### config.mk
export PLATFORM = sky130hd
export DESIGN_NAME = usb_crc_engine
export DESIGN_NICKNAME = d
export VERILOG_FILES = /design/src/rtl/usb_pkg.sv /design/src/rtl/usb_crc_step.sv /design/src/rtl/usb_crc_engine.sv
export SDC_FILE = /design/constraint.sdc
export NUM_CORES = 1
export LEC_CHECK = 0
export BUFFER_PORTS_ARGS = -buffer_cell sky130_fd_sc_hd__buf_2
export CAP_MARGIN = 20
export CORE_UTILIZATION = 35
export DETAILED_ROUTE_END_ITERATION = 10
export GPL_ROUTABILITY_DRIVEN = 0
export HOLD_SLACK_MARGIN = 0.12
export PLACE_DENSITY = 0.53
export SYNTH_ARGS = -nofsm -noshare
export SYNTH_HDL_FRONTEND = slang
export SYNTH_SLANG_ARGS = --single-unit
### constraint.sdc
create_clock -name clk -period 5.8 [get_ports clk]
set_clock_uncertainty 0.05 [all_clocks]
set_input_delay 0.29 -clock clk [delete_from_list [all_inputs] [get_ports clk]]
set_output_delay 0.29 -clock clk [all_outputs]
set_load 0.03 [all_outputs]
### src/rtl/usb_pkg.sv
// Shared USB definitions: engine state codes, CRC5/CRC16 polynomials and residuals, PID codes.
package usb_pkg;

    localparam logic [1:0] ST_IDLE  = 2'd0;
    localparam logic [1:0] ST_ACCUM = 2'd1;
    localparam logic [1:0] ST_DONE  = 2'd2;
    localparam logic [1:0] ST_SHIFT = 2'd3;

    localparam logic [4:0]  CRC5_POLY   = 5'h05;
    localparam logic [4:0]  CRC5_RESID  = 5'h0C;
    localparam logic [15:0] CRC16_POLY  = 16'h8005;
    localparam logic [15:0] CRC16_RESID = 16'h800D;

    localparam logic [3:0] PID_OUT   = 4'h1;
    localparam logic [3:0] PID_IN    = 4'h9;
    localparam logic [3:0] PID_SOF   = 4'h5;
    localparam logic [3:0] PID_SETUP = 4'hD;
    localparam logic [3:0] PID_DATA0 = 4'h3;
    localparam logic [3:0] PID_DATA1 = 4'hB;
    localparam logic [3:0] PID_ACK   = 4'h2;
    localparam logic [3:0] PID_NAK   = 4'hA;
    localparam logic [3:0] PID_STALL = 4'hE;

    // Data packets carry CRC16; tokens carry CRC5; handshakes carry none.
    function automatic logic pid_uses_crc16(input logic [3:0] pid);
        return (pid == PID_DATA0) || (pid == PID_DATA1);
    endfunction

endpackage

### src/rtl/usb_crc_step.sv
// Combinational CRC fold of up to DIN_W bits, din[0] first; nbits of 0 means all DIN_W bits.
module usb_crc_step #(
    parameter int unsigned      CRC_W = 5,
    parameter logic [CRC_W-1:0] POLY  = 5'h05,
    parameter int unsigned      DIN_W = 8
) (
    input  logic [CRC_W-1:0]             crc,
    input  logic [DIN_W-1:0]             din,
    input  logic [$clog2(DIN_W+1)-1:0]   nbits,
    output logic [CRC_W-1:0]             crc_next
);

    always_comb begin
        int unsigned      count;
        logic [CRC_W-1:0] r;
        count = (nbits == '0) ? DIN_W : 32'(nbits);
        r     = crc;
        for (int unsigned i = 0; i < DIN_W; i++) begin
            if (i < count) begin
                if (din[i] ^ r[CRC_W-1]) begin
                    r = {r[CRC_W-2:0], 1'b0} ^ POLY;
                end else begin
                    r = {r[CRC_W-2:0], 1'b0};
                end
            end
        end
        crc_next = r;
    end

endmodule

### src/rtl/usb_crc_engine.sv
// Sequential USB CRC5/CRC16 generator and residual checker over DIN_W-bit words, LSB first.
// Define USB_CRC_TXSHIFT_EN to add a serial MSB-first CRC shifter (tx_bit/tx_bit_valid/tx_bit_ready).
module usb_crc_engine
    import usb_pkg::*;
#(
    parameter int unsigned      CRC_W = 5,
    parameter logic [CRC_W-1:0] POLY  = (CRC_W == 16) ? CRC_W'(CRC16_POLY) : CRC_W'(CRC5_POLY),
    parameter logic [CRC_W-1:0] RESID = (CRC_W == 16) ? CRC_W'(CRC16_RESID) : CRC_W'(CRC5_RESID),
    parameter int unsigned      DIN_W = 8
) (
    input  logic                           clk,
    input  logic                           rst_n,
    input  logic                           start,
    input  logic                           din_valid,
    input  logic [DIN_W-1:0]               din,
    input  logic [$clog2(DIN_W+1)-1:0]     din_nbits,
    input  logic                           din_last,
    output logic                           din_ready,
    output logic [CRC_W-1:0]               crc_out,
    output logic                           crc_valid,
    output logic                           crc_ok,
`ifdef USB_CRC_TXSHIFT_EN
    output logic                           tx_bit,
    output logic                           tx_bit_valid,
    input  logic                           tx_bit_ready,
`endif
    output logic                           busy
);

    logic [1:0]       state_q, state_d;
    logic [CRC_W-1:0] crc_q, crc_d, crc_step;
    logic             ok_q, ok_d;

`ifdef USB_CRC_TXSHIFT_EN
    localparam int unsigned CNT_W = $clog2(CRC_W);
    logic [CNT_W-1:0] cnt_q, cnt_d;
`endif

    usb_crc_step #(
        .CRC_W (CRC_W),
        .POLY  (POLY),
        .DIN_W (DIN_W)
    ) u_step (
        .crc      (crc_q),
        .din      (din),
        .nbits    (din_nbits),
        .crc_next (crc_step)
    );

    always_comb begin
        state_d = state_q;
        crc_d   = crc_q;
        ok_d    = ok_q;
`ifdef USB_CRC_TXSHIFT_EN
        cnt_d   = cnt_q;
`endif
        if (start) begin
            // start overrides everything; start with din_last is an empty packet.
            crc_d   = '1;
            ok_d    = 1'b0;
            state_d = din_last ? ST_DONE : ST_ACCUM;
        end else begin
            case (state_q)
                ST_IDLE: ;
                ST_ACCUM: begin
                    if (din_valid) begin
                        crc_d = crc_step;
                        if (din_last) begin
                            ok_d    = (crc_step == RESID);
                            state_d = ST_DONE;
                        end
                    end
                end
                ST_DONE: begin
`ifdef USB_CRC_TXSHIFT_EN
                    state_d = ST_SHIFT;
                    cnt_d   = CNT_W'(CRC_W - 1);
`else
                    state_d = ST_IDLE;
`endif
                end
`ifdef USB_CRC_TXSHIFT_EN
                ST_SHIFT: begin
                    if (tx_bit_ready) begin
                        if (cnt_q == '0) begin
                            state_d = ST_IDLE;
                        end else begin
                            cnt_d = cnt_q - 1'b1;
                        end
                    end
                end
`endif
                default: state_d = ST_IDLE;
            endcase
        end
    end

    always_ff @(posedge clk or negedge rst_n) begin
        if (!rst_n) begin
            state_q <= ST_IDLE;
            crc_q   <= '1;
            ok_q    <= 1'b0;
        end else begin
            state_q <= state_d;
            crc_q   <= crc_d;
            ok_q    <= ok_d;
        end
    end

`ifdef USB_CRC_TXSHIFT_EN
    always_ff @(posedge clk or negedge rst_n) begin
        if (!rst_n) begin
            cnt_q <= '0;
        end else begin
            cnt_q <= cnt_d;
        end
    end

    assign tx_bit_valid = (state_q == ST_SHIFT);
    assign tx_bit       = (state_q == ST_SHIFT) & crc_out[cnt_q];
`endif

    // Register only moves while accumulating, so its inverse holds the result until next start.
    assign crc_out   = ~crc_q;
    assign crc_ok    = ok_q;
    assign crc_valid = (state_q == ST_DONE);
    assign din_ready = (state_q == ST_ACCUM);
    assign busy      = (state_q != ST_IDLE);

endmodule

After elaboration in Yosys (flattened, before gate mapping)
Index checks and enable logic that the tools add are counted.
- register bits after elaboration: 8
- bits of input ports: 17
- output and inout bits: 9
- order comparisons: 8
- equal/unequal tests: 6
- mux-type cells: 29
- bitwise gates (word level): 17
- reductions and logical operators: 9
- operator list (operator ; number):
    $lt A3 B32 Y1 const A ; 4
    $lt A1 B32 Y1 const A ; 2
    $lt A2 B32 Y1 const A ; 2
    $mux W5 ; 11
    $mux W3 ; 8
    $not A2 Y2 ; 8
    $mux W2 ; 4
    $reduce_bool A2 Y1 ; 4
    $xor A1 B1 Y1 ; 8
    $ne A3 B3 Y1 const B ; 2
    $reduce_and A3 Y1 ; 2
    $eq A5 B4 Y1 const B ; 1
    $not A5 Y5 ; 1
    $logic_not A4 Y1 ; 1
    $mux W1 ; 4
    $mux W4 ; 1
    $pmux W2 S2 ; 1
    $eq A2 B1 Y1 const B ; 1
    $eq A2 B2 Y1 const B ; 1
    $logic_not A2 Y1 ; 1
    $ne A2 B2 Y1 const B ; 1
    $reduce_and A2 Y1 ; 1

Longest topological paths before layout
Gate-level depths: netlist of run 1.
- depth in word-level cells: 30
- mapped depth: 12

Cells and area by module
From an unflattened synthesis of run 1, not the netlist that was laid out.
- cells, all modules: 148
- area total of the unflattened synthesis: 1214.9 um^2
- modules (own cells, without submodules) (module ; times used ; cells an instance ; area an instance (um^2) ; sequential area each (um^2)):
    usb_crc_step ; 1 ; 111 ; 838.3 ; 0.0
    usb_crc_engine ; 1 ; 37 ; 376.6 ; 206.4

Worst setup path after synthesis of run 1
No wires, ideal clock.
- kind: reg-to-reg
- start point: reg crc_q[4]
- end point: reg ok_q, in the netlist crc_ok
- setup time: 0.092 ns
- arrival time: 2.784 ns
- setup slack: 2.875 ns
- cell stages (with the launch flop): 10
- buffers on the path: 0
- clock period less this slack: 2.925 ns
- path through: dfstp_2 > xnor3_2 > o21a_1 > o21a_1 > or4_1 > and4b_4 > and4_4 > o21a_1 > a2bb2oi_1 > o31ai_2
- word-level cells in the longest chain between the ends: 23
- elaborated cells on any way between the ends: 35
- RTL lines (what ; RTL line ; text):
    start, declared ; usb_crc_engine.sv:31 ; logic [CRC_W-1:0] crc_q, crc_d, crc_step;
    start signal, assigned ; usb_crc_engine.sv:105 ; crc_q <= crc_d;
    $xor A1 B1 Y1 ; usb_crc_step.sv:20 ; if (din[i] ^ r[CRC_W-1]) begin
    $mux W3 ; usb_crc_step.sv:20 ;
    $mux W5 (*) ; usb_crc_step.sv:19 ; if (i < count) begin
    $mux W3 ; usb_crc_step.sv:20 ;
    $mux W5 (*) ; usb_crc_step.sv:19 ;
    $not A2 Y2 (no line) ; n/a ;
    $mux W3 ; usb_crc_step.sv:20 ;
    $mux W5 (*) (3 in series) ; usb_crc_step.sv:19 ;
    (+5 left out) ; n/a ;
    $not A2 Y2 (no line) ; n/a ;
    $mux W3 ; usb_crc_step.sv:20 ;
    $mux W5 (*) ; usb_crc_step.sv:19 ;
    $eq A5 B4 Y1 (*) ; usb_crc_engine.sv:69 ; ok_d = (crc_step == RESID);
    $mux W1 (*) ; usb_crc_engine.sv:68 ; if (din_last) begin
    $mux W1 (*) ; usb_crc_engine.sv:66 ; if (din_valid) begin
    $mux W1 (*) ; usb_crc_engine.sv:63 ; case (state_q)
    $mux W1 (*) ; usb_crc_engine.sv:57 ; if (start) begin
    end signal, assigned ; usb_crc_engine.sv:106 ; ok_q <= ok_d;
    end, declared ; usb_crc_engine.sv:32 ; logic ok_q, ok_d;
Every way passes the cells marked *; elsewhere a longest branch is shown, timed or not. The select of a mux whose other input is x is not followed.
A chain may end at the register's enable or synchronous reset.

Worst setup path after layout of run 1
Ends and elaborated chain as after synthesis.

==> results of run 1 <==
==> stage by stage <==
step / power, W / std cells / instance area (um^2) / worst slack (ps)
6_report: 0.000616 / 248 / 1570 / 2580
5_1_grt: 0.000662 / 248 / 1570 / 2420
4_1_cts: 0.000613 / 248 / 1570 / 2590
3_5_place_dp: 0.000539 / 243 / 1510 / 2610
3_3_place_gp: 0.000541 / 243 / 1510 / 2610
2_1_floorplan: 0.000438 / 180 / 1370 / 2870
==> worst max-delay path, stage by stage (launching register included) <==
cell       delay [ps]
dfstp_2           570
xnor3_2           510
o21a_1            170
o21a_1            200
or4_1             520
and4b_4           240
a41oi_1           300
a211o_1           240
o2111ai_1         130
o31ai_2           200
==> state kept, by name, summed over array words and instances (netlist names) <==
| register | count |
|---|---|
| crc_ok | 1 |
| crc_q | 5 |
| state_q | 2 |
==> final cells by class <==
class / instances / area [um^2]
Sequential cell: 8 / 206
Clock buffer: 4 / 45.0
Tap cell: 48 / 60.1
Inverter: 11 / 41.3
Fill cell: 391 / 2150
Multi-Input combinational cell: 151 / 1080
Timing Repair Buffer: 26 / 135
==> where the power goes <==
part / internal (W) / total, W / switching, W
clock: 0.0000478 / 0.0000721 / 0.0000242
combinational: 0.000180 / 0.000447 / 0.000267
sequential: 0.0000774 / 0.0000968 / 0.0000194
total: 0.000306 / 0.000616 / 0.000310
==> metal layers <==
metal  GRT usage (%)  vias up  part of all wire [%]
met5               0        -                     0
met4            8.33        0                   1.7
met3            1.58        6                   4.8
met2            36.3       54                    49
met1            25.9      720                    44
li1                -      728                     -
==> worst max-delay path by stage <==
stage	startpoint	slack (ps)	endpoint
6_report	crc_q[4]$_DFFE_PN1P_	2580	crc_ok$_DFFE_PN0P_
5_1_grt	crc_q[4]$_DFFE_PN1P_	2420	crc_ok$_DFFE_PN0P_
4_1_cts	crc_q[4]$_DFFE_PN1P_	2590	crc_ok$_DFFE_PN0P_
3_5_place_dp	crc_q[4]$_DFFE_PN1P_	2610	crc_ok$_DFFE_PN0P_
3_3_place_gp	crc_q[4]$_DFFE_PN1P_	2610	crc_ok$_DFFE_PN0P_
2_1_floorplan	crc_q[4]$_DFFE_PN1P_	2870	crc_ok$_DFFE_PN0P_
==> logic make-up after synthesis <==
group | count (synthesis) | share of synthesized area (%)
multiplexers | 3 | 2.29
flip-flops | 8 | 15.1
buffers and inverters | 21 | 6.12
XOR/XNOR | 18 | 13.6
AND/OR/NAND/NOR | 64 | 26.6
AO/OA/AOI/OAI | 66 | 36.3
==> placed cells by master, fill, tap and decap left out, drive strengths merged, types with 2 or more instances in the layout <==
| cell | instances |
|---|---|
| a21o | 3 |
| a311oi | 2 |
| nor3b | 4 |
| nor4b | 2 |
| xnor2 | 10 |
| and3 | 2 |
| nand2 | 10 |
| a31oi | 4 |
| mux2i | 2 |
| o2111ai | 2 |
| a211oi | 2 |
| dfstp | 5 |
| o211ai | 2 |
| buf | 25 |
| clkbuf | 4 |
| xnor3 | 2 |
| a211o | 5 |
| or4 | 2 |
| nor3 | 4 |
| dfrtp | 3 |
| nor2 | 11 |
| xor2 | 6 |
| or2 | 2 |
| o21a | 5 |
| or3 | 3 |
| a22oi | 6 |
| nand3 | 9 |
| and2 | 3 |
| inv | 11 |
| a221o | 2 |
| a221oi | 3 |
| a22o | 2 |
| o21ai | 9 |
| nor2b | 4 |
| a21oi | 9 |
==> timing repair <==
action / CTS / global route
hold endpoints to repair: 8 / 0
hold buffers: 1 / 0
endpoints found under the setup margin: 0 / 0
==> impl_metrics.tcl, run 1 <==
set metrics [dict create \
    fp.dieH_um 64.5 \
    wl_per_cell_um 16.4 \
    outcome "completed" \
    num_io_pins 26 \
    syn_inst 180 \
    cts-buffers-inserted 3 \
    final_nets 218 \
    cts_tree "yes" \
    io_buffers 25 \
    synth_edf_count 0 \
    finalCritPeriodShare_pct 55.5 \
    hp-start "din_last" \
    start_kind "flop" \
    critPathKind "reg2reg" \
    hold_slack_ps 278 \
    core_area_mm2 0.00372 \
    yosysSeqAreaShare_pct 15.1 \
    fin_util_pct 42.2 \
    cp_max_fo 6 \
    reg2reg_from "crc_q[4]$_DFFE_PN1P_" \
    syn_nets 197 \
    htreeDepth 1 \
    setup_viol 0 \
    clk_pin_slew_ps 50 \
    clock_latency_ps 240 \
    yosysWarnings 0 \
    netlist_area_mm2 0.00137 \
    drt_iter0_markers 96 \
    die_x_um 64.5 \
    clk_path_buf_depth 2 \
    leakage_nw 0.674 \
    r2r_slack_ps 2580 \
    area_growth_pct 14.4 \
    die_area_mm2 0.00416 \
    arrival_ps 3320 \
    pwr_density_cell_mw_per_mm2 393 \
    grt_pass1_wl_um 6730 \
    grt-ovfl-total 0 \
    dr.pass1.iters 4 \
    ys.flop_type "dfstp_2" \
    ys_types 58 \
    hpwl_um 3180 \
    hold_end "state_q[1]$_DFFE_PN0P_" \
    start_util_pct 36.8 \
    clkSinkCount 8 \
    end_kind "flop" \
    totalWireLength_um 4070 \
    yosys.area.top_type "dfstp_2" \
    grt_max_degree 29 \
    worst_pin_slew_ps 545 \
    drive_gt1_share_pct 22.5 \
    report.final.slew_viol_count 0 \
    hold_viol 0 \
    fmax_mhz 311 \
    drtAntennaViolNets 0 \
    grt_use_total_pct 20.7 \
    hold_class "in2reg" \
    period_minus_slack_ps 3220 \
    grt_setup_unrepaired "no" \
    reg2reg_to "crc_ok$_DFFE_PN0P_" \
    irDropWorstVdd_v 0.000210 \
    antenna_found_initial 0 \
    insertedDiodeCount 0 \
    cts_setup_buffers 0 \
    avgSynthCellArea_um2 7.60 \
    slew_headroom_pct 63.7 \
    synth_common_cells "inv_1, nor2_1, nand2_1, xnor2_1" \
    crit_required_ps 5900 \
    clock-root-buffer "clkbuf_8" \
    num_vias 1508 \
    synth_top_area_share_pct 9.60 \
    via_per_inst 6.08 \
    reg2reg_depth 9 \
    async_reset_ff_share_pct 100 \
    grt_pass1_vias 1464 \
    maxCapViolations 0 \
    synth-seq-cells 8 \
    drc 0 \
    post_cts_resized 0 \
    synthTopCellsByArea "dfstp_2, xnor2_1, dfrtp_1" \
    tns_ps 0 \
    rows 22 \
    min_path_cells 3 \
]
No activity file was read; power rests on OpenSTA's default activity.
==> inputs of run 2 (changes only) <==
clock period = 3 ns   (was 5.8 ns; I/O delays follow)
==> run 2 against run 1 <==
Worst hold slack got worse by 130 ps. Clock power up 90%. The flow now finishes with violations (negative setup slack). Power grew 150%. Cell count rose by 8.9%. Global-route usage is 1.9 points higher. Largest cell class unchanged. Routed wire length rose by 14%. Non-clock buffer count up 22. Combinational power increased to 2.7 times the previous value. Worst setup slack worse by 2600 ps.
==> impl_metrics.tcl, run 2 (synthesized netlist as in run 1, its figures left out) <==
set metrics [dict create \
    outcome "complete, but fails checks" \
    violations "negative setup slack" \
    critPathSlowestCell "dfstp_2" \
    fin_util_pct 50.6 \
    critPathKind "reg2reg" \
    num_io_pins 26 \
    grt-ovfl-total 0 \
    hpwl_um 3450 \
    io_buffers 25 \
    core_area_mm2 0.00372 \
    clock_latency_ps 230 \
    crit_required_ps 3090 \
    maxCapViolations 0 \
    placed_cells 261 \
    area_growth_pct 37.5 \
    final_nets 240 \
    num_vias 1611 \
    r2r_slack_ps -50 \
    die_area_mm2 0.00416 \
    clock-root-buffer "clkbuf_8" \
    drc 0 \
    irDropWorstVdd_v 0.000380 \
    drive_gt1_share_pct 39.6 \
    crit_buf_inv 1 \
    report.final.slew_viol_count 0 \
    fmax_mhz 328 \
    start_kind "flop" \
    die_x_um 64.5 \
    setup_viol 1 \
    worst_pin_slew_ps 547 \
    start_util_pct 36.8 \
    clkSinkCount 8 \
    totalWireLength_um 4620 \
    hold_class "in2reg" \
    grt_max_degree 17 \
    clk_path_buf_depth 2 \
    grt_setup_unrepaired "yes" \
    cp_cell_sequence "xnor3_2 -> o21a_4 -> o21a_1 -> buf_4 -> o21ai_2 -> a31oi_1 -> o32a_1 -> a221oi_2 -> o2111ai_2 -> o31ai_2" \
    slowest_delay_ps 520 \
    pwr_density_cell_mw_per_mm2 811 \
    clk_pin_slew_ps 40 \
    reg2reg_to "crc_ok$_DFFE_PN0P_" \
    hp-start "din_last" \
    drt_iter0_markers 152 \
    insertedDiodeCount 0 \
    end_kind "flop" \
    rows 22 \
    cts-buffers-inserted 3 \
    arrival_ps 3140 \
    grt_use_total_pct 22.6 \
    crit_family "compound AO/OA/AOI/OAI gates" \
    min_path_cells 3 \
    setup_slack_ps -51.9 \
    final_cells 270 \
    period_minus_slack_ps 3050 \
    reg2reg_depth 10 \
    grt_pass1_wl_um 7350 \
    wl_per_cell_um 17.1 \
    fp.dieH_um 64.5 \
    drtAntennaViolNets 0 \
    total_power_w 0.00153 \
    cts_tree "yes" \
    layout_commonest_cell "buf_2" \
    regMostFlops "crc_q" \
    reg2reg_from "crc_q[4]$_DFFE_PN1P_" \
    cp_max_fo 5 \
    slew_headroom_pct 63.5 \
    antenna_found_initial 0 \
    hold_viol 0 \
    dr.pass1.iters 4 \
    largest_reg_flops 5 \
    htreeDepth 1 \
    hold_end "state_q[1]$_DFFE_PN0P_" \
    finalCritPeriodShare_pct 102 \
    grt_pass1_vias 1581 \
    mostFrequentLayoutCells "buf_2, buf_4, inv_1" \
    via_per_inst 5.97 \
    leakage_nw 0.810 \
]
## run 2: changes by cell type in the layout (fill, tap and decap cells not counted), sizes merged
cell / previous run / this run
buf: 25 / 47
## run 2: routing by layer
metal	up-vias	GRT usage [%]	wire length [um]
met5	-	0	0
met4	0	8.06	108
met3	12	1.58	212
met2	56	41.2	2440
met1	773	27.6	1860
li1	770	-	-
## run 2: how the worst max path moves through the flow
| stage | from | to | slack [ps] | cells after the start |
|---|---|---|---|---|
| 2_1_floorplan | crc_q[4]$_DFFE_PN1P_ | crc_ok$_DFFE_PN0P_ | 70 | 9 |
| 3_3_place_gp | crc_q[4]$_DFFE_PN1P_ | crc_ok$_DFFE_PN0P_ | -180 | 10 |
| 3_5_place_dp | crc_q[4]$_DFFE_PN1P_ | crc_ok$_DFFE_PN0P_ | -190 | 10 |
| 4_1_cts | crc_q[1]$_DFFE_PN1P_ | crc_ok$_DFFE_PN0P_ | 6 | 9 |
| 5_1_grt | crc_q[4]$_DFFE_PN1P_ | crc_ok$_DFFE_PN0P_ | -140 | 10 |
| 6_report | crc_q[4]$_DFFE_PN1P_ | crc_ok$_DFFE_PN0P_ | -50 | 10 |
## run 2: worst register-to-register path, delay by kind of cell, from the launching register on
family,cells,cell delay [ps]
compound gates,8,1730
buf+inv,1,150
xor+xnor,1,500
flops,1,520
## run 2: what timing repair did
item,4_1_cts,5_1_grt
endpoints found under the setup margin,3,5
resized for setup,4,26
endpoints found under the hold margin,8,0
hold buffers,1,0
setup buffers,1,3
pin swaps,5,19
## run 2: area by class of cell
class	instances	area [um^2]
multi-input cells	151	1230
inverters	11	41.3
well taps	48	60.1
repair buffers	48	300
flip-flops and latches	8	206
fillers	379	1830
clock buffers	4	45.0
## run 2: metrics by stage
step,hold slack (ps),instance area (um^2),TNS (ps),worst slack (ps)
after CTS,147,1730,0,6.49
after detailed placement,-48.3,1650,-241,-193
after global routing,176,1880,-329,-137
after floorplan,-196,1370,0,74.6
final,149,1880,-51.9,-51.9
after global placement,-53.7,1650,-194,-176
## run 2: power breakdown
part           total, W  internal, W  switching (W)
combinational   0.00120     0.000555       0.000649
clock          0.000137    0.0000923      0.0000449
sequential     0.000185     0.000149      0.0000353
==> inputs of run 3 (changes only) <==
RECOVER_POWER = 25   (was unset)
==> run 3 against run 2 <==
The run still ends with negative setup slack left. Critical path type unchanged. Largest power group unchanged. Utilization barely moved. Sequential power is essentially flat. Power about the same. Critical path depth is the same. First-iteration DRC count unchanged. Combinational power about the same. Die area stayed put. Non-clock buffer count unchanged. Clock power about the same. Register-to-register slack hardly changed. Count of clock-buffer cells in the layout is the same. Global-route usage unchanged.
==> impl_metrics.tcl, run 3 (synthesized netlist as in run 1, its figures left out) <==
set metrics [dict create \
    grt_setup_unrepaired "yes" \
    crit_start "crc_q[4]$_DFFE_PN1P_" \
    fmax_mhz 328 \
    stdcell_area_mm2 0.00188 \
    layout_commonest_cell "buf_2" \
    end_kind "flop" \
    report.final.slew_viol_count 0 \
    hpwl_um 3450 \
    largest_reg_flops 5 \
    rows 22 \
    drc 0 \
    setup_slack_ps -46.6 \
    hold_viol 0 \
    htreeDepth 1 \
    die_area_mm2 0.00416 \
    clock_latency_ps 230 \
    num_vias 1607 \
    regMostFlops "crc_q" \
    worst_pin_slew_ps 547 \
    reg2reg_from "crc_q[4]$_DFFE_PN1P_" \
    dr.pass1.iters 4 \
    cp_max_fo 5 \
    clkSinkCount 8 \
    crit_required_ps 3090 \
    core_area_mm2 0.00372 \
    leakage_nw 0.808 \
    grt_use_total_pct 22.6 \
    wl_per_cell_um 17.1 \
    via_per_inst 5.95 \
    totalWireLength_um 4620 \
    maxCapViolations 0 \
    critPathKind "reg2reg" \
    fillers 380 \
    hold_slack_ps 149 \
    drtAntennaViolNets 0 \
    grt-ovfl-total 0 \
    grt_max_degree 17 \
    io_buffers 25 \
    pre_cts_ws_ps -193 \
    final_nets 240 \
    mostFrequentLayoutCells "buf_2, buf_4, inv_1" \
    hp-start "din_last" \
    finalCritPeriodShare_pct 102 \
    start_kind "flop" \
    period_minus_slack_ps 3050 \
    cts-buffers-inserted 3 \
    num_io_pins 26 \
    clk_path_buf_depth 2 \
    grt_pass1_wl_um 7350 \
    die_x_um 64.5 \
    antenna_found_initial 0 \
    clock-root-buffer "clkbuf_8" \
    pwr_density_cell_mw_per_mm2 811 \
    slew_headroom_pct 63.5 \
    start_util_pct 36.8 \
    outcome "complete, but fails checks" \
    setup_viol 1 \
    arrival_ps 3140 \
    hold_class "in2reg" \
    grt_pass1_vias 1581 \
    fp.dieH_um 64.5 \
    drt_iter0_markers 152 \
    drive_gt1_share_pct 39.2 \
    cts_tree "yes" \
    area_growth_pct 37.4 \
    total_power_w 0.00153 \
    irDropWorstVdd_v 0.000380 \
    dpl_cell_area_mm2 0.00165 \
    clk_pin_slew_ps 40 \
    insertedDiodeCount 0 \
    fin_util_pct 50.6 \
    violations "negative setup slack" \
]
## run 3: cell count changes in the layout (fill, tap and decap cells not counted)
cell	change
clkbuf_1	+1
buf_2	-1
## run 3: path summary, 6_finish.rpt
| check | to | slack, ps | depth (start not counted) |
|---|---|---|---|
| max in group asynchronous | crc_q[1]$_DFFE_PN1P_ | 2230 | 2 |
| setup / recovery | crc_ok$_DFFE_PN0P_ | -50 | 10 |
| setup reg to reg | crc_ok$_DFFE_PN0P_ | -50 | 10 |
| hold / removal | state_q[1]$_DFFE_PN0P_ | 150 | 3 |
| hold reg to reg | crc_q[1]$_DFFE_PN1P_ | 490 | 2 |
| min in group asynchronous | crc_ok$_DFFE_PN0P_ | 330 | 2 |
## run 3: metal layers
| layer | share of wire (%) | global-route usage (%) | vias up |
|---|---|---|---|
| li1 | - | - | 770 |
| met1 | 40 | 27.6 | 769 |
| met2 | 53 | 41.2 | 56 |
| met3 | 4.9 | 1.58 | 12 |
| met4 | 2.3 | 8.06 | 0 |
| met5 | 0 | 0 | - |
## run 3: final cells by class
class / count / area [um^2] / share of cell area (%)
sequential: 8 / 206 / 11.0
clock buffer: 4 / 45.0 / 2.40
inverter: 11 / 41.3 / 2.20
tap: 48 / 60.1 / 3.19
multi-input combinational: 151 / 1230 / 65.3
timing repair buffer: 48 / 299 / 15.9
## run 3: timing repair
item                                    4_1_cts  5_1_grt
endpoints found under the setup margin        3        5
gates resized for setup                       4       26
hold endpoints to repair                      8        0
hold buffers                                  1        0
pin swaps                                     5       19
setup buffers                                 1        3
## run 3: through the flow
| stage | setup TNS (ps) | instances |
|---|---|---|
| 2_1_floorplan | 0 | 180 |
| 3_3_place_gp | -194 | 261 |
| 3_5_place_dp | -241 | 261 |
| 4_1_cts | 0 | 267 |
| 5_1_grt | -329 | 270 |
| 6_report | -46.6 | 270 |
## run 3: where the power goes
| part | switching, W | internal, W | total (W) | leakage, nW |
|---|---|---|---|---|
| Combinational | 0.000649 | 0.000555 | 0.00120 | 0.693 |
| Sequential | 0.0000353 | 0.000149 | 0.000185 | 0.0916 |
| Clock | 0.0000449 | 0.0000923 | 0.000137 | 0.0228 |
| Total | 0.000729 | 0.000796 | 0.00153 | 0.808 |
## run 3: critical path, stage by stage, from the launching register on
cell and delay (ps):
dfstp_2 520, xnor3_2 500, o21a_4 180, o21a_1 190, buf_4 150, o21ai_2 160, a31oi_1 140, o32a_1 330
a221oi_2 330, o2111ai_2 160, o31ai_2 240
